$ cat src/rtl/params_reporter_pkg.sv
// Shared types and constants for the parameter readout frame.
// Byte positions, FSM states and the snapshot layout used by reporter and mux.
package params_reporter_pkg;

  typedef enum logic [1:0] {
    ST_IDLE = 2'd0,
    ST_SEND = 2'd1,
    ST_GAP  = 2'd2
  } state_e;

  localparam int FRAME_LEN = 8;

  localparam logic [2:0] IDX_HEADER = 3'd0;
  localparam logic [2:0] IDX_BOO    = 3'd1;
  localparam logic [2:0] IDX_INT    = 3'd2;
  localparam logic [2:0] IDX_LOG    = 3'd3;
  localparam logic [2:0] IDX_VEC    = 3'd4;
  localparam logic [2:0] IDX_STR    = 3'd5;
  localparam logic [2:0] IDX_REA    = 3'd6;
  localparam logic [2:0] IDX_CSUM   = 3'd7;

  localparam logic [7:0] DEFAULT_HEADER = 8'hA5;

  typedef struct packed {
    logic       boo;
    logic [7:0] intv;
    logic       log;
    logic [7:0] vec;
    logic       str;
    logic       rea;
  } snap_t;

  function automatic logic [7:0] flag_byte(input logic f);
    return {7'b0, f};
  endfunction

endpackage

$ cat src/rtl/params_frame_mux.sv
// Combinational frame byte selector: picks byte[idx] of the 8-byte frame
// built from the snapshot, including the running XOR checksum.
module params_frame_mux
  import params_reporter_pkg::*;
#(
  parameter logic [7:0] HEADER = DEFAULT_HEADER
) (
  input  snap_t      snap,
  input  logic [2:0] idx,
  output logic [7:0] data
);

  logic [7:0] csum;

  always_comb begin
    csum = HEADER ^ flag_byte(snap.boo) ^ snap.intv ^ flag_byte(snap.log)
         ^ snap.vec ^ flag_byte(snap.str) ^ flag_byte(snap.rea);
    data = 8'h00;
    case (idx)
      IDX_HEADER: data = HEADER;
      IDX_BOO:    data = flag_byte(snap.boo);
      IDX_INT:    data = snap.intv;
      IDX_LOG:    data = flag_byte(snap.log);
      IDX_VEC:    data = snap.vec;
      IDX_STR:    data = flag_byte(snap.str);
      IDX_REA:    data = flag_byte(snap.rea);
      default:    data = csum;
    endcase
  end

endmodule

$ cat src/rtl/params_reporter.sv
// Parameter readout controller: snapshots six parameter outputs on start and
// streams header/payload/checksum over a valid/ready byte interface.
//   state | meaning
//   IDLE  | waiting for start_i
//   SEND  | presenting byte[idx], advancing on acceptance
//   GAP   | counting idle cycles before an automatic restart (PERIOD > 0)
module params_reporter
  import params_reporter_pkg::*;
#(
  parameter logic [7:0]  HEADER = DEFAULT_HEADER,
  parameter int unsigned PERIOD = 0
) (
  input  logic       clk_i,
  input  logic       rst_i,
  input  logic       start_i,
  input  logic       boo_i,
  input  logic [7:0] int_i,
  input  logic       log_i,
  input  logic [7:0] vec_i,
  input  logic       str_i,
  input  logic       rea_i,
  output logic [7:0] data_o,
  output logic       valid_o,
  input  logic       ready_i,
  output logic       busy_o,
  output logic       done_o
);

  localparam int CNT_W = (PERIOD > 1) ? $clog2(PERIOD) : 1;
  localparam logic [CNT_W-1:0] GAP_LOAD = (PERIOD > 0) ? CNT_W'(PERIOD - 1) : '0;
  localparam logic [2:0] LAST_IDX = 3'(FRAME_LEN - 1);

  state_e           state, state_n;
  logic [2:0]       idx, idx_n;
  logic [CNT_W-1:0] cnt, cnt_n;
  snap_t            snap, snap_n, live;
  logic             done, done_n;
  logic [7:0]       frame_byte;

  assign live = {boo_i, int_i, log_i, vec_i, str_i, rea_i};

  always_ff @(posedge clk_i) begin
    if (rst_i) begin
      state <= ST_IDLE;
      idx   <= '0;
      cnt   <= '0;
      snap  <= '0;
      done  <= 1'b0;
    end else begin
      state <= state_n;
      idx   <= idx_n;
      cnt   <= cnt_n;
      snap  <= snap_n;
      done  <= done_n;
    end
  end

  always_comb begin
    state_n = state;
    idx_n   = idx;
    cnt_n   = cnt;
    snap_n  = snap;
    done_n  = 1'b0;
    case (state)
      ST_IDLE: begin
        if (start_i) begin
          state_n = ST_SEND;
          idx_n   = '0;
          snap_n  = live;
        end
      end
      ST_SEND: begin
        if (ready_i) begin
          if (idx == LAST_IDX) begin
            done_n = 1'b1;
            idx_n  = '0;
            if (PERIOD > 0) begin
              state_n = ST_GAP;
              cnt_n   = GAP_LOAD;
            end else begin
              state_n = ST_IDLE;
            end
          end else begin
            idx_n = idx + 3'd1;
          end
        end
      end
      ST_GAP: begin
        // Expiry acts as an implicit start with a fresh snapshot.
        if (cnt == '0) begin
          state_n = ST_SEND;
          idx_n   = '0;
          snap_n  = live;
        end else begin
          cnt_n = cnt - 1'b1;
        end
      end
      default: state_n = ST_IDLE;
    endcase
  end

  params_frame_mux #(.HEADER(HEADER)) u_frame_mux (
    .snap (snap),
    .idx  (idx),
    .data (frame_byte)
  );

  assign valid_o = (state == ST_SEND);
  assign busy_o  = (state != ST_IDLE);
  assign data_o  = valid_o ? frame_byte : 8'h00;
  assign done_o  = done;

endmodule

$ cat config.mk
export PLATFORM = sky130hd
export DESIGN_NAME = params_reporter
export DESIGN_NICKNAME = d
export VERILOG_FILES = /design/src/rtl/params_reporter_pkg.sv /design/src/rtl/params_frame_mux.sv /design/src/rtl/params_reporter.sv
export SDC_FILE = /design/constraint.sdc
export NUM_CORES = 1
export LEC_CHECK = 0
export CAP_MARGIN = 40
export CORE_ASPECT_RATIO = 1.2
export CORE_MARGIN = 8
export CORE_UTILIZATION = 47
export CTS_CLUSTER_DIAMETER = 30
export DETAILED_ROUTE_END_ITERATION = 6
export PLACE_DENSITY_LB_ADDON = 0.3
export SLEW_MARGIN = 5
export SYNTH_ARGS = -nofsm -noshare
export SYNTH_HDL_FRONTEND = slang
export SYNTH_SLANG_ARGS = --single-unit
$ cat constraint.sdc
create_clock -name clk_i -period 3.1 [get_ports clk_i]
set_clock_uncertainty 0.2 [all_clocks]
set_input_delay 0.775 -clock clk_i [delete_from_list [all_inputs] [get_ports clk_i]]
set_output_delay 0.775 -clock clk_i [all_outputs]
set_load 0.05 [all_outputs]
==> run_summary.xml <==
<?xml version="1.0" encoding="UTF-8"?>
<metrics>
  <group name="critical_path">
    <metric name="cell_chain_of_the_critical_path" unit="">ha_4 -&gt; ha_4 -&gt; or4_4 -&gt; or3_4 -&gt; a31oi_4 -&gt; buf_12</metric>
    <metric name="worstPathMaxFanout" unit="">5</metric>
    <metric name="critPathRequiredTime" unit="ps">2120</metric>
    <metric name="worst-endpoint-arrival" unit="ps">2270</metric>
    <metric name="criticalPathCategory" unit="">flip-flop to output pin</metric>
    <metric name="critical-path-top-delay-family" unit="">simple AND/OR/NAND/NOR gates</metric>
    <metric name="worstSetupStartpointType" unit="">flip-flop</metric>
    <metric name="endpoint_kind" unit="">output pin</metric>
    <metric name="cp_num_buf_inv" unit="">1</metric>
    <metric name="critical-path-slowest-cell" unit="">sky130_fd_sc_hd__or4_4</metric>
    <metric name="worst_path_most_repeated_cell" unit="">sky130_fd_sc_hd__ha_4</metric>
    <metric name="cp_slowest_stage_delay" unit="ps">560</metric>
  </group>
  <group name="timing">
    <metric name="worst_slew_pin_slew" unit="ps">690.7</metric>
    <metric name="hold-worst-slack" unit="ps">297.3</metric>
    <metric name="final_slew_violations" unit="">0</metric>
    <metric name="slew_headroom" unit="%">53.84</metric>
    <metric name="timing.final.setup_violations" unit="">5</metric>
    <metric name="hold_viol_final" unit="">0</metric>
    <metric name="min_period" unit="ps">3248</metric>
    <metric name="post-route-period-util" unit="%">104.8</metric>
    <metric name="rsz0062_at_grt" unit="">yes</metric>
    <metric name="postLayoutSetupSlackWorst" unit="ps">-147.6</metric>
    <metric name="max_freq" unit="MHz">307.9</metric>
  </group>
  <group name="routing">
    <metric name="antenna_violating_nets_post_route" unit="">0</metric>
    <metric name="remaining_drc_errors" unit="">0</metric>
    <metric name="via_count" unit="">1379</metric>
    <metric name="vias_per_cell" unit="">5.583</metric>
    <metric name="wl_per_cell" unit="um">15.92</metric>
    <metric name="drt_pass1_iterations" unit="">5</metric>
    <metric name="route.final.wire_length" unit="mm">3.933</metric>
    <metric name="drt-initial-drc-count" unit="">45</metric>
  </group>
  <group name="final_layout">
    <metric name="antenna_cells" unit="">0</metric>
    <metric name="post_route_cells_drive_above_1_share" unit="%">22.07</metric>
    <metric name="syn_to_final_growth" unit="%">50.62</metric>
    <metric name="finalNetCount" unit="">244</metric>
  </group>
  <group name="run_status">
    <metric name="failed_checks" unit="">negative setup slack</metric>
    <metric name="run_status" unit="">finished, violations left</metric>
  </group>
  <group name="grt">
    <metric name="pin_count_of_the_biggest_net_entering_global_routing" unit="">26</metric>
    <metric name="global_route.overflow_total" unit="">0</metric>
    <metric name="initial_antenna_violation_count" unit="">0</metric>
    <metric name="first_global_vias" unit="">1416</metric>
    <metric name="global_route_wire_length_before_repair" unit="mm">6.368</metric>
    <metric name="gr-usage-all-layers" unit="%">16.38</metric>
  </group>
  <group name="synth">
    <metric name="syn_avg_cell_area" unit="um^2">7.543</metric>
    <metric name="syn_nets" unit="">203</metric>
    <metric name="yosysUniqueCellTypes" unit="">29</metric>
    <metric name="syn_area" unit="um^2">1305</metric>
    <metric name="synth_seq_cells" unit="">25</metric>
    <metric name="ys.warnings.count" unit="">0</metric>
    <metric name="syn-instance-count" unit="">173</metric>
    <metric name="synth_sequential_area_ratio" unit="%">38.35</metric>
  </group>
  <group name="min_path">
    <metric name="holdCritPathClass" unit="">flip-flop to flip-flop</metric>
  </group>
  <group name="floorplanning">
    <metric name="top_level_ports" unit="">35</metric>
    <metric name="die_area" unit="um^2">4725</metric>
    <metric name="floorplan.die.height" unit="um">73.72</metric>
    <metric name="floorplan.rows" unit="">21</metric>
    <metric name="floorplan.initialDensity" unit="%">48.22</metric>
    <metric name="core_region_area" unit="um^2">2706</metric>
    <metric name="die_x" unit="um">64.10</metric>
  </group>
  <group name="power_and_ir_drop">
    <metric name="pwr_density_cell" unit="nW/um^2">358.0</metric>
    <metric name="vdd_ir_drop_max" unit="mV">0.2833</metric>
    <metric name="leakagePower" unit="nW">0.7482</metric>
  </group>
  <group name="cts">
    <metric name="clock_pin_slew_reported_for_the_worst_setup_and_hold_paths_after_clock_tree_synthesis" unit="ps">130</metric>
    <metric name="clock-sinks" unit="">25</metric>
    <metric name="cts_buffers" unit="">3</metric>
    <metric name="clock-root-buffer" unit="">sky130_fd_sc_hd__clkbuf_4</metric>
    <metric name="clk-insertion-delay-late" unit="ps">310</metric>
    <metric name="cts_tree" unit="">yes</metric>
    <metric name="clockBufferDepth" unit="">2</metric>
    <metric name="h-tree-depth" unit="">1</metric>
  </group>
  <group name="place">
    <metric name="port_buffers" unit="">34</metric>
    <metric name="dp_worst_setup_slack" unit="ps">74.66</metric>
    <metric name="hpwl" unit="mm">2.752</metric>
    <metric name="routabilityCongestion" unit="">0.8531</metric>
  </group>
  <group name="flow_run">
    <metric name="cap_violations" unit="">0</metric>
  </group>
</metrics>
-- state kept, by name, summed over array words and instances, names as in the netlist --
name	flops
snap	20
state	1
done_o	1
idx	3
-- per-stage QoR --
stage / TNS (ps) / util (%) / instances / total power [mW] / area [um^2]
6_report: -534.4 / 72.63 / 247 / 0.7037 / 1966
5_1_grt: -833.8 / 72.63 / 247 / 0.7381 / 1966
3_5_place_dp: 0 / 66.94 / 237 / 0.5567 / 1812
2_1_floorplan: -57.79 / - / 173 / 0.4729 / 1345
3_3_place_gp: 0 / 66.94 / 237 / 0.5500 / 1812
4_1_cts: -676.4 / 70.69 / 245 / 0.7004 / 1913
-- synth_stat cells --
master / instances / share of area [%]
sky130_fd_sc_hd__a211oi_1: 2 / 1.2
sky130_fd_sc_hd__a21o_1: 3 / 1.7
sky130_fd_sc_hd__a21oi_1: 33 / 13
sky130_fd_sc_hd__a221oi_1: 1 / 0.67
sky130_fd_sc_hd__a222oi_1: 1 / 0.77
sky130_fd_sc_hd__a31oi_1: 1 / 0.48
sky130_fd_sc_hd__a32oi_1: 3 / 2.0
sky130_fd_sc_hd__buf_2: 3 / 1.2
sky130_fd_sc_hd__buf_4: 1 / 0.58
sky130_fd_sc_hd__clkbuf_1: 7 / 2.0
sky130_fd_sc_hd__dfxtp_1: 25 / 38
sky130_fd_sc_hd__ha_1: 6 / 5.8
sky130_fd_sc_hd__inv_1: 2 / 0.58
sky130_fd_sc_hd__inv_2: 2 / 0.58
sky130_fd_sc_hd__nand2_1: 48 / 14
sky130_fd_sc_hd__nand3b_1: 1 / 0.58
sky130_fd_sc_hd__nor2_1: 8 / 2.3
sky130_fd_sc_hd__nor2b_1: 2 / 0.96
sky130_fd_sc_hd__nor3_1: 4 / 1.5
sky130_fd_sc_hd__nor4_2: 1 / 0.96
sky130_fd_sc_hd__o211a_1: 1 / 0.77
sky130_fd_sc_hd__o21ai_0: 3 / 1.2
sky130_fd_sc_hd__o21ai_1: 2 / 0.77
sky130_fd_sc_hd__o32ai_1: 2 / 1.3
sky130_fd_sc_hd__or3_1: 1 / 0.48
sky130_fd_sc_hd__or3b_1: 1 / 0.67
sky130_fd_sc_hd__or4_4: 1 / 0.86
sky130_fd_sc_hd__xnor2_1: 4 / 2.7
sky130_fd_sc_hd__xor2_1: 4 / 2.7
-- worst min-delay path: stages, from the launching register on --
cell	delay [ps]
sky130_fd_sc_hd__dfxtp_1	350
sky130_fd_sc_hd__nand2_1	60
sky130_fd_sc_hd__a21oi_1	60
-- routing by layer --
layer,vias to the layer above,share of wire (%),wire [um],track usage (%)
li1,678,-,-,-
met1,651,36,1430,15.31
met2,40,57,2237,32.63
met3,10,4.5,176,3.506
met4,0,2.2,88,7.767
met5,-,0,0,0
-- logic make-up (layout without fill, tap and decap cells) --
group | Yosys count | after routing | synth area share [%]
AO/OA/AOI/OAI | 52 | 52 | 23.49
XOR/XNOR | 8 | 8 | 5.369
adder cells (fa/ha/maj) | 6 | 6 | 5.752
buffers and inverters | 15 | 55 | 4.890
flip-flops | 25 | 25 | 38.35
AND/OR/NAND/NOR | 67 | 67 | 22.15
-- layout by cell type (no fill, tap or decap), drive strengths merged, types with 3 or more instances in the layout --
master	synthesis	final
a32oi	3	3
a21o	3	3
buf	4	21
xor2	4	4
inv	4	4
xnor2	4	4
ha	6	6
o21ai	5	5
clkbuf	7	4
nor2	8	8
dfxtp	25	25
nand2	48	48
clkdlybuf4s50	0	26
a21oi	33	33
nor3	4	4
-- final timing paths --
path              startpoint  slack, ps  cells past startpoint        end
setup / recovery      idx[1]       -150                      6  data_o[7]
hold / removal       snap[4]        300                      2    snap[4]
setup reg to reg    state[0]       1180                      4    snap[1]
hold reg to reg      snap[4]        300                      2    snap[4]
-- final cells by class --
class,instances,area (um^2)
clock buffer,4,26.28
fill,208,740.7
inverter,4,15.01
multi-input combinational,133,848.3
sequential,25,508.0
tap,34,42.54
timing repair buffer,47,525.5
-- where the power goes --
group          total, mW  internal [mW]  switching [mW]
clock              0.141         0.0502          0.0906
sequential         0.360          0.338          0.0219
combinational      0.203         0.0971           0.106
total              0.704          0.485           0.218
-- repair_timing --
action                                  CTS  global route
endpoints found under the setup margin    8             8
pin swaps                                 4             5
resized for setup                        10             9
hold buffers                              0             0
buffers inserted                          4             2
(Power assumes the default switching activity.)
